`src/rtl/scan_seq.sv`:
```
// ============================================================================
// Module      : scan_seq
// Description : 4-to-16 decoder scan sequencer with per-address dwell,
//               single/continuous sweep modes and a saturating sweep counter.
// Revision    : 1.0 - initial release
// ============================================================================
`default_nettype none

module scan_seq #(
  parameter int DWELL_W = 4
) (
  input  logic               clk,
  input  logic               rst,
  input  logic               start,
  input  logic               stop,
  input  logic               cont,
  input  logic [DWELL_W-1:0] dwell,
  output logic [3:0]         A,
  output logic               EN,
  output logic               busy,
  output logic               done,
  output logic [7:0]         sweeps
);

  typedef enum logic [1:0] {
    S_IDLE = 2'd0,
    S_SCAN = 2'd1,
    S_DONE = 2'd2
  } state_t;

  state_t             state_q;
  logic [3:0]         addr_q;
  logic               en_q;
  logic               busy_q;
  logic               done_q;
  logic [7:0]         sweeps_q;
  logic [DWELL_W-1:0] cnt_q;
  logic [DWELL_W-1:0] dwell_q;
  logic               cont_q;

  always_ff @(posedge clk) begin
    if (rst) begin
      state_q  <= S_IDLE;
      addr_q   <= 4'd0;
      en_q     <= 1'b0;
      busy_q   <= 1'b0;
      done_q   <= 1'b0;
      sweeps_q <= 8'd0;
      cnt_q    <= '0;
      dwell_q  <= '0;
      cont_q   <= 1'b0;
    end else begin
      case (state_q)
        S_SCAN: begin
          if (stop) begin
            state_q <= S_IDLE;
            addr_q  <= 4'd0;
            en_q    <= 1'b0;
            busy_q  <= 1'b0;
            done_q  <= 1'b0;
          end else if (cnt_q != dwell_q) begin
            cnt_q <= cnt_q + 1'b1;
          end else begin
            cnt_q <= '0;
            if (addr_q == 4'd15) begin
              if (sweeps_q != 8'hFF) begin
                sweeps_q <= sweeps_q + 8'd1;
              end
              addr_q <= 4'd0;
              // Single-sweep mode leaves through the one-cycle DONE pulse.
              if (!cont_q) begin
                state_q <= S_DONE;
                en_q    <= 1'b0;
                busy_q  <= 1'b0;
                done_q  <= 1'b1;
              end
            end else begin
              addr_q <= addr_q + 4'd1;
            end
          end
        end
        default: begin
          // IDLE and DONE share the start logic; stop blocks a start.
          if (start && !stop) begin
            state_q  <= S_SCAN;
            addr_q   <= 4'd0;
            en_q     <= 1'b1;
            busy_q   <= 1'b1;
            done_q   <= 1'b0;
            sweeps_q <= 8'd0;
            cnt_q    <= '0;
            dwell_q  <= dwell;
            cont_q   <= cont;
          end else begin
            state_q <= S_IDLE;
            addr_q  <= 4'd0;
            en_q    <= 1'b0;
            busy_q  <= 1'b0;
            done_q  <= 1'b0;
          end
        end
      endcase
    end
  end

  assign A      = addr_q;
  assign EN     = en_q;
  assign busy   = busy_q;
  assign done   = done_q;
  assign sweeps = sweeps_q;

endmodule

`default_nettype wire

```
`config.mk`:
```
export PLATFORM = sky130hd
export DESIGN_NAME = scan_seq
export DESIGN_NICKNAME = d
export VERILOG_FILES = /design/src/rtl/scan_seq.sv
export SDC_FILE = /design/constraint.sdc
export NUM_CORES = 1
export LEC_CHECK = 0
export CORE_UTILIZATION = 50
export DETAILED_ROUTE_END_ITERATION = 10
export PLACE_DENSITY = 0.83
export SETUP_SLACK_MARGIN = 0.2
export SLEW_MARGIN = 20
export SYNTH_ARGS = -nofsm -noshare
export SYNTH_HDL_FRONTEND = slang
export SYNTH_SLANG_ARGS = --single-unit
```
`constraint.sdc`:
```
create_clock -name clk -period 3.19 [get_ports clk]
set_clock_uncertainty 0.15 [all_clocks]
set_input_delay 0.319 -clock clk [delete_from_list [all_inputs] [get_ports clk]]
set_output_delay 0.319 -clock clk [all_outputs]
set_load 0.005 [all_outputs]
```
==> qor.txt <==
Post-CTS Setup Inserts - 0
top post-synthesis cells by area - dfxtp_1 (41%), nand2_1 (7.7%), a31oi_1 (5.9%)
Worst R2R Setup Slack - 1200 ps
Initial Util - 0.5311
Synth area leader - dfxtp_1
mapped cell area - 1175 um^2
relative slew slack - 0.6819
setup ws final - 1153 ps
met3 GRT Util - 0.04545
DR DRC count - 0
die width - 50.48 um
total die area - 2548 um^2
Post-Place Setup Slack - 818.7 ps
io pins - 24
vias - 1101
Synth async-reset ratio - 0
antenna cells - 0
die height - 50.48 um
commonest non-fill, non-tap cells in the layout - dfxtp_1 (24), nand2_1 (24), clkdlybuf4s50_1 (23), a21oi_1 (12), a31oi_1 (11)
first-pass iteration count of the detailed router - 4
worst-skew pair later-pin latency - 320 ps
antenna viol nets, final - 0
# fillers - 186
Post-CTS Resized - 0
clock root cell - clkbuf_4
largest net degree at the start of global routing - 16
Syn Area/Cell - 8.514 um^2
CTS tree - built
Post-DP HPWL - 1929 um
status - complete, no violations
RSZ-0062 raised after global routing - false
reg-to-reg endpoint - sweeps[2]
final worst-path cycle share - 0.6387
Mapped Nets - 150
ys flop type - dfxtp_1
via/cell ratio - 5.856
synth warn - 0
Leakage Power - 0.4938 nW
initial antenna violation count - 0
CP Launch Type - primary input
clock period minus worst slack - 2037 ps
Post-CTS Hold Fix Bufs - 0
share of layout cells above drive strength 1 - 0.06250
Post-Syn Instances - 138
GR Util met1 - 0.2852
average routed wire per standard cell - 14.19 um
vias in the first global route - 1030
cell row count - 17
Synth top area share - 0.4089
Hold EP - dwell_q[1]
Final nets - 173
final wirelength - 2667 um
H-tree levels - 1
Max Transition Viols Final - 0
max frequency - 490.8 MHz
Core Footprint - 2212 um^2
Worst-path clk slew - 140 ps
crit path max fanout - 15
worst vdd ir - 0.2472 mV
Worst Hold Launch - dwell_q[1]
met2 usage - 0.3689
Min-Delay Path Depth - 2
IO buf count - 23
area occupied by multi-input gates - 636.9 um^2
Post-Route Setup TNS - 0 ps
Hold Violations, Final - 0
critical path arrival - 2150 ps
Cell variety after synth - 41
sequential-to-total area share from yosys stat - 0.4089
first-pass GRT wire length - 4436 um
synth-to-layout area growth - 23.32%
FF/Latch Area - 480.5 um^2
FF+latch count, synth - 24
CTS Sinks - 24
power per cell area - 365.2 nW/um^2
Max Buffers Root-to-Sink - 2
Num CTS Buffers - 3
R2R depth - 5
GR Overflow Total - 0
worst path required time - 3300 ps
number of synthesized flops with an enable pin - 0
Hold Path Class - flop to flop
DR iter-0 viols - 34
actual slew at the worst max-slew pin - 477.2 ps
Setup-failing EPs final - 0
R2R Path Start - A[0]
grt peak-use layer - met2
Final Wtd Congestion - 0.8148
CP Capture Type - flop
Setup CP Type - primary input to flop
max cap viols - 0
gr usage total - 0.2272
==> state kept, by name (all words and copies together) (netlist names) <==
| name | flops |
|---|---|
| A | 4 |
| cnt_q | 4 |
| cont_q | 1 |
| done | 1 |
| dwell_q | 4 |
| state_q | 2 |
| sweeps | 8 |
==> cells by family (layout without fill, tap and decap cells) <==
group / Yosys count / count (layout) / share of synthesized area
adders and majority gates: 3 / 3 / 0.03195
and+or+nand+nor: 54 / 54 / 0.2332
DFF: 24 / 24 / 0.4089
buffers and inverters: 12 / 34 / 0.04898
muxes: 1 / 1 / 0.008520
AOI/OAI and AO/OA: 39 / 39 / 0.2311
xor gates and xnor gates: 5 / 5 / 0.03727
==> worst max-delay path by stage <==
| stage | startpoint | to | cells after the start |
|---|---|---|---|
| after floorplan | sweeps[0] | sweeps[0] | 6 |
| after global placement | rst | sweeps[5] | 6 |
| after detailed placement | rst | sweeps[2] | 6 |
| after CTS | rst | sweeps[2] | 6 |
| after global routing | stop | sweeps[5] | 5 |
| final | rst | sweeps[2] | 6 |
==> where the power goes <==
part           internal, mW  leakage (nW)  total (mW)  switching (mW)
clock network        0.0699        0.0210       0.165          0.0954
logic                0.0230         0.279      0.0565          0.0335
registers             0.304         0.194       0.307         0.00366
total                 0.397         0.494       0.529           0.133
==> routing by layer <==
| layer | vias to the layer above | part of all wire | wire [um] |
|---|---|---|---|
| met1 | 514 | 0.46 | 1230 |
| met2 | 36 | 0.48 | 1279 |
| met5 | - | 0 | 0 |
| met4 | 0 | 0.014 | 37 |
| met3 | 5 | 0.045 | 120 |
| li1 | 546 | - | - |
==> layout make-up <==
| cell class | count | share of cell area |
|---|---|---|
| repair buffers | 24 | 0.1641 |
| multi-input cells | 102 | 0.4396 |
| clock buffers | 4 | 0.02504 |
| inverters | 6 | 0.01554 |
| flip-flops and latches | 24 | 0.3316 |
| well taps | 28 | 0.02418 |
==> synthesized netlist by cell type (3+ instances only) <==
library cell and n:
clkbuf_1 3, dfxtp_1 24, or3_1 4, xnor2_1 5
ha_1 3, inv_1 6, nand2_1 24, a31oi_1 11
a21oi_1 12, nor2_1 5, nand3_1 6
==> stage by stage <==
step | util | hold slack [ps] | std cells | cell area, um^2 | power, mW
2_1_floorplan | - | 274.1 | 138 | 1175 | 0.3488
5_1_grt | 0.6550 | 355.4 | 188 | 1449 | 0.5477
6_report | 0.6550 | 326.3 | 188 | 1449 | 0.5292
3_5_place_dp | 0.6386 | 314.2 | 184 | 1413 | 0.3693
4_1_cts | 0.6550 | 332.1 | 188 | 1449 | 0.5272
3_3_place_gp | 0.6386 | 308.4 | 184 | 1413 | 0.3679
==> critical path, stage by stage <==
cell and delay, ps:
clkdlybuf4s50_1 390, buf_4 190, or4b_4 560, a211oi_4 350, a31oi_1 140, a31oi_1 190
No activity file was read; power rests on OpenSTA's default activity.
